$ cat config.mk
export PLATFORM = sky130hd
export DESIGN_NAME = axis_row_consumer_flat
export DESIGN_NICKNAME = d
export VERILOG_FILES = /design/src/rtl/axis_row_pkg.sv /design/src/rtl/axis_row_consumer_if.sv /design/src/rtl/axis_idle_timer.sv /design/src/rtl/axis_row_consumer.sv /design/src/flat_wrapper.sv
export SDC_FILE = /design/constraint.sdc
export NUM_CORES = 1
export LEC_CHECK = 0
export ABC_AREA = 1
export CAP_MARGIN = 20
export CORE_AREA = 2 2 123 125
export DETAILED_ROUTE_END_ITERATION = 10
export DIE_AREA = 0 0 125 127
export PLACE_DENSITY = 0.84
export SYNTH_ARGS = -nofsm -noshare
export SYNTH_HDL_FRONTEND = slang
export SYNTH_SLANG_ARGS = --single-unit
export TNS_END_PERCENT = 1
$ cat constraint.sdc
create_clock -name clk -period 6.85 [get_ports clk]
set_input_delay 1.7125 -clock clk [delete_from_list [all_inputs] [get_ports clk]]
set_output_delay 1.7125 -clock clk [all_outputs]
set_load 0.1 [all_outputs]
$ cat src/rtl/axis_row_pkg.sv
// -----------------------------------------------------------------------------
// axis_row_pkg
// Shared types and constants for the AXI-Stream row consumer.
//   row_state_t  : framing FSM encoding (IDLE = no beats in row, ACTIVE = mid-row)
//   ROW_COUNT_W  : width of the completed-row statistics counter
// -----------------------------------------------------------------------------
package axis_row_pkg;

    typedef enum logic {
        ST_IDLE   = 1'b0,
        ST_ACTIVE = 1'b1
    } row_state_t;

    localparam int ROW_COUNT_W = 32;

endpackage

$ cat src/rtl/axis_row_consumer_if.sv
// -----------------------------------------------------------------------------
// axis_row_consumer_if
// AXI-Stream bundle carried into the row consumer.
//   master : drives AXIS_TDATA / AXIS_TVALID / AXIS_TLAST, receives AXIS_TREADY
//   slave  : receives data/valid/last, drives AXIS_TREADY
// -----------------------------------------------------------------------------
interface axis_row_consumer_if #(
    parameter int DATA_WIDTH = 256
);
    logic [DATA_WIDTH-1:0] AXIS_TDATA;
    logic                  AXIS_TVALID;
    logic                  AXIS_TLAST;
    logic                  AXIS_TREADY;

    modport master (
        output AXIS_TDATA,
        output AXIS_TVALID,
        output AXIS_TLAST,
        input  AXIS_TREADY
    );

    modport slave (
        input  AXIS_TDATA,
        input  AXIS_TVALID,
        input  AXIS_TLAST,
        output AXIS_TREADY
    );
endinterface

$ cat src/rtl/axis_idle_timer.sv
// -----------------------------------------------------------------------------
// axis_idle_timer
// Reloadable down-counter used to detect a stalled stream.
//   clk, resetn : clock, synchronous active-low reset (count cleared)
//   i_load      : reload the counter with TIMEOUT (has priority)
//   i_dec_en    : count down by one this cycle
//   o_expired   : high in the cycle whose decrement takes the count from 1
//                 to 0, i.e. on the TIMEOUT-th consecutive decrement
// -----------------------------------------------------------------------------
module axis_idle_timer #(
    parameter int TIMEOUT_W = 32,
    parameter int TIMEOUT   = 400000000
) (
    input  logic clk,
    input  logic resetn,
    input  logic i_load,
    input  logic i_dec_en,
    output logic o_expired
);

    logic [TIMEOUT_W-1:0] r_count;

    // Combinational so the owner can act on the same edge the count hits 0;
    // a load on that edge overrides the expiry.
    assign o_expired = i_dec_en && !i_load && (r_count == TIMEOUT_W'(1));

    always_ff @(posedge clk) begin
        if (!resetn) begin
            r_count <= '0;
        end else if (i_load) begin
            r_count <= TIMEOUT_W'(TIMEOUT);
        end else if (i_dec_en && (r_count != '0)) begin
            r_count <= r_count - TIMEOUT_W'(1);
        end
    end

endmodule

$ cat src/rtl/axis_row_consumer.sv
// -----------------------------------------------------------------------------
// axis_row_consumer
// Always-available AXI-Stream sink that frames beats into rows of a
// programmable length and reports row boundaries, timed-out partial rows and
// TLAST framing errors. Data is discarded.
//   clk, resetn    : clock, synchronous active-low reset
//   enable         : registered into AXIS_TREADY (one cycle latency)
//   beats_per_row  : row length, 0 behaves as 1; sampled on every beat
//   s_axis         : stream input (slave modport)
//   row_complete   : strobe, final beat of a row accepted
//   partial_row    : strobe, ACTIVE row idle for IDLE_TIMEOUT cycles
//   tlast_error    : strobe, TLAST disagrees with the row boundary
//   beat_index     : beats accepted in the current row
//   row_count      : completed rows since reset (wraps)
// -----------------------------------------------------------------------------
module axis_row_consumer
    import axis_row_pkg::*;
#(
    parameter int DATA_WIDTH   = 256,
    parameter int BEATS_W      = 8,
    parameter int IDLE_TIMEOUT = 400000000,
    parameter int TIMEOUT_W    = 32,
    parameter int CHECK_TLAST  = 1
) (
    input  logic                   clk,
    input  logic                   resetn,
    input  logic                   enable,
    input  logic [BEATS_W-1:0]     beats_per_row,
    axis_row_consumer_if.slave     s_axis,
    output logic                   row_complete,
    output logic                   partial_row,
    output logic                   tlast_error,
    output logic [BEATS_W-1:0]     beat_index,
    output logic [ROW_COUNT_W-1:0] row_count
);

    row_state_t             r_state;
    logic                   r_tready;
    logic                   r_row_complete;
    logic                   r_partial_row;
    logic                   r_tlast_error;
    logic [BEATS_W-1:0]     r_beat_index;
    logic [ROW_COUNT_W-1:0] r_row_count;

    logic [DATA_WIDTH-1:0]  w_unused_tdata;
    logic                   w_beat;
    logic [BEATS_W-1:0]     w_target;
    logic [BEATS_W:0]       w_next_idx;
    logic                   w_final;
    logic                   w_early_last;
    logic                   w_timer_load;
    logic                   w_timer_dec;
    logic                   w_expired;

    assign w_unused_tdata = s_axis.AXIS_TDATA;

    assign w_beat     = s_axis.AXIS_TVALID && r_tready;
    assign w_target   = (beats_per_row == '0) ? BEATS_W'(1) : beats_per_row;
    // One extra bit so index+1 cannot wrap when the index is at its maximum.
    assign w_next_idx = {1'b0, r_beat_index} + (BEATS_W+1)'(1);
    // ">=" rather than "==" so shrinking the row length below the current
    // index terminates the row on the very next beat.
    assign w_final    = (w_next_idx >= {1'b0, w_target});

    // TLAST before the boundary: drop the row and resync to the sender.
    assign w_early_last = (CHECK_TLAST != 0) && w_beat && !w_final && s_axis.AXIS_TLAST;

    assign w_timer_load = w_beat && !w_final && !w_early_last;
    // Keeps running while disabled so a stalled row is still reported.
    assign w_timer_dec  = (r_state == ST_ACTIVE) && !w_beat;

    axis_idle_timer #(
        .TIMEOUT_W (TIMEOUT_W),
        .TIMEOUT   (IDLE_TIMEOUT)
    ) u_idle_timer (
        .clk       (clk),
        .resetn    (resetn),
        .i_load    (w_timer_load),
        .i_dec_en  (w_timer_dec),
        .o_expired (w_expired)
    );

    always_ff @(posedge clk) begin
        if (!resetn) begin
            r_state        <= ST_IDLE;
            r_tready       <= 1'b0;
            r_row_complete <= 1'b0;
            r_partial_row  <= 1'b0;
            r_tlast_error  <= 1'b0;
            r_beat_index   <= '0;
            r_row_count    <= '0;
        end else begin
            r_tready       <= enable;
            r_row_complete <= 1'b0;
            r_partial_row  <= 1'b0;
            r_tlast_error  <= 1'b0;
            if (w_beat) begin
                if (w_final) begin
                    r_row_complete <= 1'b1;
                    r_tlast_error  <= (CHECK_TLAST != 0) && !s_axis.AXIS_TLAST;
                    r_row_count    <= r_row_count + ROW_COUNT_W'(1);
                    r_beat_index   <= '0;
                    r_state        <= ST_IDLE;
                end else if (w_early_last) begin
                    r_tlast_error  <= 1'b1;
                    r_beat_index   <= '0;
                    r_state        <= ST_IDLE;
                end else begin
                    r_beat_index   <= w_next_idx[BEATS_W-1:0];
                    r_state        <= ST_ACTIVE;
                end
            end else if (w_expired) begin
                r_partial_row <= 1'b1;
                r_beat_index  <= '0;
                r_state       <= ST_IDLE;
            end
        end
    end

    assign s_axis.AXIS_TREADY = r_tready;
    assign row_complete       = r_row_complete;
    assign partial_row        = r_partial_row;
    assign tlast_error        = r_tlast_error;
    assign beat_index         = r_beat_index;
    assign row_count          = r_row_count;

endmodule
$ cat src/flat_wrapper.sv
// flat-port wrapper written by rule: the top's interface ports become plain ports
module axis_row_consumer_flat import axis_row_pkg::*;
#(
    parameter int DATA_WIDTH   = 256,
    parameter int BEATS_W      = 8,
    parameter int IDLE_TIMEOUT = 400000000,
    parameter int TIMEOUT_W    = 32,
    parameter int CHECK_TLAST  = 1
)
  (clk, resetn, enable, beats_per_row, row_complete, partial_row, tlast_error, beat_index, row_count, s_axis_AXIS_TDATA, s_axis_AXIS_TVALID, s_axis_AXIS_TLAST, s_axis_AXIS_TREADY);
  axis_row_consumer_if #(.DATA_WIDTH(DATA_WIDTH)) s_axis_i ();
  input  logic clk;
  input  logic resetn;
  input  logic enable;
  input  logic [BEATS_W-1:0] beats_per_row;
  output logic row_complete;
  output logic partial_row;
  output logic tlast_error;
  output logic [BEATS_W-1:0] beat_index;
  output logic [ROW_COUNT_W-1:0] row_count;
  input wire logic [$bits(s_axis_i.AXIS_TDATA)-1:0] s_axis_AXIS_TDATA;
  input wire logic [$bits(s_axis_i.AXIS_TVALID)-1:0] s_axis_AXIS_TVALID;
  input wire logic [$bits(s_axis_i.AXIS_TLAST)-1:0] s_axis_AXIS_TLAST;
  output wire logic [$bits(s_axis_i.AXIS_TREADY)-1:0] s_axis_AXIS_TREADY;
  assign s_axis_i.AXIS_TDATA = s_axis_AXIS_TDATA;
  assign s_axis_i.AXIS_TVALID = s_axis_AXIS_TVALID;
  assign s_axis_i.AXIS_TLAST = s_axis_AXIS_TLAST;
  assign s_axis_AXIS_TREADY = s_axis_i.AXIS_TREADY;
  axis_row_consumer #(.DATA_WIDTH(DATA_WIDTH), .BEATS_W(BEATS_W), .IDLE_TIMEOUT(IDLE_TIMEOUT), .TIMEOUT_W(TIMEOUT_W), .CHECK_TLAST(CHECK_TLAST)) u_core (.clk(clk), .resetn(resetn), .enable(enable), .beats_per_row(beats_per_row), .s_axis(s_axis_i), .row_complete(row_complete), .partial_row(partial_row), .tlast_error(tlast_error), .beat_index(beat_index), .row_count(row_count));
endmodule
# == Word-level counts from Yosys, hierarchy flattened ==
# Cells that the tools add are included.
# word_totals
ff_bits,77
output_inout_bits,44
word_cells,51
# op_classes
addsub,3
order_cmp,1
n_eq_ne,1
n_mux,15
n_bitwise,1
reduce_logical,21
# op_table
cell,n
$mux W29,2
$mux W8,5
$add A32 B1 Y32 const B,1
$eq A32 B1 Y1 const B,1
$reduce_bool A32 Y1,1
$sub A32 B1 Y32 const B,1
$add A8 B1 Y9 const B,1
$ge A9 B8 Y1,1
$logic_and A1 B1 Y1,8
$logic_not A8 Y1,1
$mux W1,8
$logic_not A1 Y1,5
$reduce_and A2 Y1,2
$reduce_bool A2 Y1,2
$reduce_or A2 Y1,2
$not A1 Y1,1

# == Depth between registers and ports, before layout ==
# depth
word_depth,13
ltp_mapped,17
depth_no_buf,16

# == By module ==
# A second synthesis with hierarchy kept.
# unflattened
cells_unflattened,800
hier_area_um2,5083.6
# by_module_without_submodules
module,instances,cells_each,area_per_inst_um2,seq_area_each_um2
axis_row_consumer,1,449,2927.8,900.9
axis_idle_timer,1,351,2155.8,640.6

# == Worst setup path before layout ==
# No wires, ideal clock.
# synth_timing
path_kind,input port to flip-flop
start,input beats_per_row[1]
end,register u_core.r_row_count[25] (netlist: u_core.row_count[25])
t_arrival_ps,3349
t_required_ps,6780
path_slack_ps,3431
cell_stages,15
path_buffers,1
path_cell_list,nor4_1 > a41o_1 > ha_1 > inv_1 > nand2_1 > nand2_1 > nand3_1 > nand2_1 > nand2_1 > nand2_1 > nand2_1 > nand2_1 > buf_2 > nand2_1 > a21oi_1
# synth_between
elab_chain_len,4
# synth_lines
element,line_no,rtl
from (decl),flat_wrapper.sv:15,input logic [BEATS_W-1:0] beats_per_row;
$logic_not A8 Y1,axis_row_consumer.sv:58,assign w_target = (beats_per_row == '0) ? BEATS_W'(1) : beats_per_row;
$mux W8 (*),axis_row_consumer.sv:58,
$ge A9 B8 Y1 (*),axis_row_consumer.sv:63,"assign w_final = (w_next_idx >= {1'b0, w_target});"
$reduce_and A2 Y1 (no line) (*),-,
to (signal assigned),axis_row_consumer.sv:101,r_row_count <= r_row_count + ROW_COUNT_W'(1);
to (decl),axis_row_consumer.sv:43,logic [ROW_COUNT_W-1:0] r_row_count;
# Mark *: on every way between the ends. The rest lies on a longest branch, timed or not.
# A chain may end at the register's enable or synchronous reset.

# == Worst setup path in the final report ==
# layout_timing
start,input beats_per_row[1]
end,register u_core.u_idle_timer.r_count[7]
# layout_between
elab_chain_len,9
# layout_lines
element,line_no,rtl
$logic_not A8 Y1,axis_row_consumer.sv:58,
$mux W8 (*),axis_row_consumer.sv:58,
$ge A9 B8 Y1 (*),axis_row_consumer.sv:63,
$logic_not A1 Y1 (*),"axis_row_consumer.sv:66, axis_row_consumer.sv:68",
$logic_and A1 B1 Y1 (*),"axis_row_consumer.sv:66, axis_row_consumer.sv:68",
$logic_and A1 B1 Y1,axis_row_consumer.sv:66,assign w_early_last = (CHECK_TLAST != 0) && w_beat && !w_final && s_axis.AXIS_TLAST;
$logic_not A1 Y1,axis_row_consumer.sv:68,assign w_timer_load = w_beat && !w_final && !w_early_last;
$logic_and A1 B1 Y1 (*),axis_row_consumer.sv:68,
$reduce_or A2 Y1 (no line) (*),-,
to (signal assigned),axis_idle_timer.sv:31,r_count <= TIMEOUT_W'(TIMEOUT);
to (signal assigned),axis_idle_timer.sv:33,r_count <= r_count - TIMEOUT_W'(1);
to (decl),axis_idle_timer.sv:21,logic [TIMEOUT_W-1:0] r_count;
# Marks and branches as above.

==> results.sh <==
export IMPL_status="finished, final reports clean"
export IMPL_worst_slack_ns=2.75
export IMPL_fin_crit_ns=4.10
export IMPL_cp_slowest_cell="nand2_1"
export IMPL_start_util_pct=33.0
export IMPL_drv_cap=0
export IMPL_dr_pass1_iters=7
export IMPL_grt_total_usage_pct=14.8
export IMPL_crit_path_end_kind="flip-flop"
export IMPL_cts_tree="done"
export IMPL_routed_via_density=4.83
export IMPL_total_power_w=0.00119
export IMPL_fmax_mhz=244
export IMPL_clkSinkCount=77
export IMPL_power_frac_seq_pct=39.4
export IMPL_layout_common_cells="nand2_1, nor2_1, inv_1"
export IMPL_worstSetupStartpointType="primary input"
export IMPL_wl_per_cell_um=11.8
export IMPL_crit_arrival_ns=4.29
export IMPL_grt_ovfl_total=0
export IMPL_critPathRequiredTime_ns=7.04
export IMPL_max_stage_delay_ns=0.55
export IMPL_htree_levels=3
export IMPL_fin_worst_skew_ns=0.00564
export IMPL_drtIter0Drc=296
export IMPL_worst_hold_path_type="reg2reg"
export IMPL_numCtsBuffers=9
export IMPL_cts_hold_buf=0
export IMPL_vias=4777
export IMPL_worstPathMaxFanout=22
export IMPL_synth_fp_nets=1030
export IMPL_netlist_instances=749
export IMPL_dieWidth_um=125
export IMPL_area_delta_synth_final_pct=22.3
export IMPL_nFillCells=1469
export IMPL_power_leakage_nw=2.38
export IMPL_core_um2=14400
export IMPL_finalCritPeriodShare_pct=59.8
export IMPL_worst_slew_pin_slew_ns=0.995
export IMPL_n_antenna_cell=0
export IMPL_swShare_pct=28.9
export IMPL_finalWeightedCongestion=0.928
export IMPL_layout_drive_gt1_share_pct=5.33
export IMPL_synth_avg_cell_area_um2=6.36
export IMPL_grt_start_max_net_pins=36
export IMPL_critical_path_cell_chain="clkdlybuf4s50_1 -> nor4_1 -> a41o_1 -> ha_1 -> inv_1 -> nand2_1 -> nand2_1 -> nand3_1 -> nand2_1 -> nand2_1 -> nand2_1 -> nand4_1 -> buf_4 -> nand2_1 -> a21oi_1"
export IMPL_final_common_cell="nand2_1"
export IMPL_setup_violations=0
export IMPL_crit_type="in2reg"
export IMPL_wl_mm=11.7
export IMPL_hold_viol_final=0
export IMPL_tns_ns=0
export IMPL_post_cts_buffers=0
export IMPL_netlist_area_um2=4760
export IMPL_cts_root_buf="clkbuf_16"
export IMPL_num_io_pins=313
export IMPL_pre_cts_ws_ns=2.13
export IMPL_dp_hpwl_mm=8.54
export IMPL_die_area_um2=15900
export IMPL_critPathMostFrequentCell="nand2_1"
export IMPL_finalInstanceArea_um2=5820
export IMPL_hold_ws_ns=0.484
export IMPL_grt_pass1_wl_mm=19.9
export IMPL_p_per_area_nw_per_um2=205
export IMPL_clockBufferDepth=2
export IMPL_internal_power_w=0.000848
export IMPL_p_switching_w=0.000345
export IMPL_ys_warn_count=0
export IMPL_power_frac_comb_pct=19.0
export IMPL_placed_cell_area_um2=5480
export IMPL_slew_violations=0
export IMPL_path_clk_slew_ns=0.06
export IMPL_rows=44
export IMPL_antenna_found_initial=0
export IMPL_route_detailed_drc=0
export IMPL_synth_cell_type_count=32
export IMPL_slew_headroom_pct=33.5
export IMPL_p_clk_share_pct=41.6
export IMPL_grt_setup_unrepaired="false"
export IMPL_ctsResizeCount=0
export IMPL_synth_seq_area_share_pct=32.4
export IMPL_synth_seq_cells=77
export IMPL_grt_pass1_vias=4407
export IMPL_io_buffer_count=56
export IMPL_drtAntennaViolNets=0
export IMPL_insertion_delay_ns=0.34
export IMPL_die_h_um=127
export IMPL_ir_drop_mv=0.115
export IMPL_nets=1082
[cell type report]
type                            instances  area, um^2  area share (%)
Inverter                               85         322            5.52
Multi-Input combinational cell        567        2800            48.1
Tap cell                              184         230            3.95
Sequential cell                        77        1540            26.5
Clock buffer                           13         270            4.64
Timing Repair Buffer                   61         618            10.6
Clock inverter                          3        42.5           0.730
[synth_stat cells, drive strengths merged]
cell / number / area, um^2
inv: 85 / 322
nand3: 22 / 115
a31oi: 4 / 25.0
o211ai: 4 / 50.1
or2: 2 / 12.5
dfxtp: 77 / 1540
nand3b: 2 / 15.0
mux2i: 1 / 10.0
nand2: 223 / 845
buf: 12 / 71.3
xnor2: 11 / 96.3
nand4: 18 / 113
clkbuf: 8 / 30.0
o21ai: 13 / 76.3
nor4: 3 / 18.8
nor2: 136 / 541
xor2: 35 / 307
nor3: 22 / 120
o31ai: 1 / 7.51
a21oi: 57 / 285
a41o: 1 / 10.0
ha: 12 / 150
[registers in the layout, indices dropped and copies added, names as in the netlist]
signal and cells:
u_core.tlast_error 1, u_core.row_complete 1, u_core.u_idle_timer.r_count 32, u_core.partial_row 1, u_core.s_axis.AXIS_TREADY 1, u_core.r_state 1, u_core.row_count 32, u_core.beat_index 8
[critical path: cells and delay by family]
family / cells / cell delay [ns]
adder cells (fa/ha/maj): 1 / 0.22
AO/OA/AOI/OAI: 2 / 0.31
AND/OR/NAND/NOR: 9 / 1.32
buffers and inverters: 3 / 0.71
[cell families (layout without fill, tap and decap cells)]
family          after synthesis  after routing  synth area share, %
mux                           1              1                0.210
buf+inv                     105            162                 8.88
simple gates                428            428                 37.4
flops                        77             77                 32.4
fa+ha+maj                    12             12                 3.15
compound gates               80             80                 9.54
xor+xnor                     46             46                 8.46
[through the flow]
stage          utilization, %  std cells
6_report                 40.4        990
5_1_grt                  40.4        990
4_1_cts                  40.2        989
3_5_place_dp             38.0        973
3_3_place_gp             38.0        973
2_1_floorplan               -        749
[worst paths after layout]
path | startpoint | to | slack (ns) | depth (start not counted)
worst max-delay path | beats_per_row[1] | u_core.u_idle_timer.r_count[7] | 2.75 | 15
worst max register to register | u_core.beat_index[0] | u_core.u_idle_timer.r_count[7] | 3.82 | 15
worst min-delay path | u_core.row_count[31] | u_core.row_count[31] | 0.48 | 2
worst min register to register | u_core.row_count[31] | u_core.row_count[31] | 0.48 | 2
[per-layer routing]
metal	share of wire (%)	up-vias	global-route usage (%)
met5	0	-	0
met2	46	135	24.9
met4	1.3	0	3.99
met3	5.9	18	4.02
met1	46	2155	18.7
li1	-	2469	-
[power groups by stage]
stage / Clock [W] / Sequential [W] / Combinational [W]
6_report: 0.000496 / 0.000470 / 0.000227
5_1_grt: 0.000522 / 0.000471 / 0.000258
4_1_cts: 0.000503 / 0.000470 / 0.000225
3_5_place_dp: 0 / 0.000479 / 0.000223
3_3_place_gp: 0 / 0.000479 / 0.000220
2_1_floorplan: 0 / 0.000481 / 0.000171
Note: power is estimated with default switching activity, not from simulation.
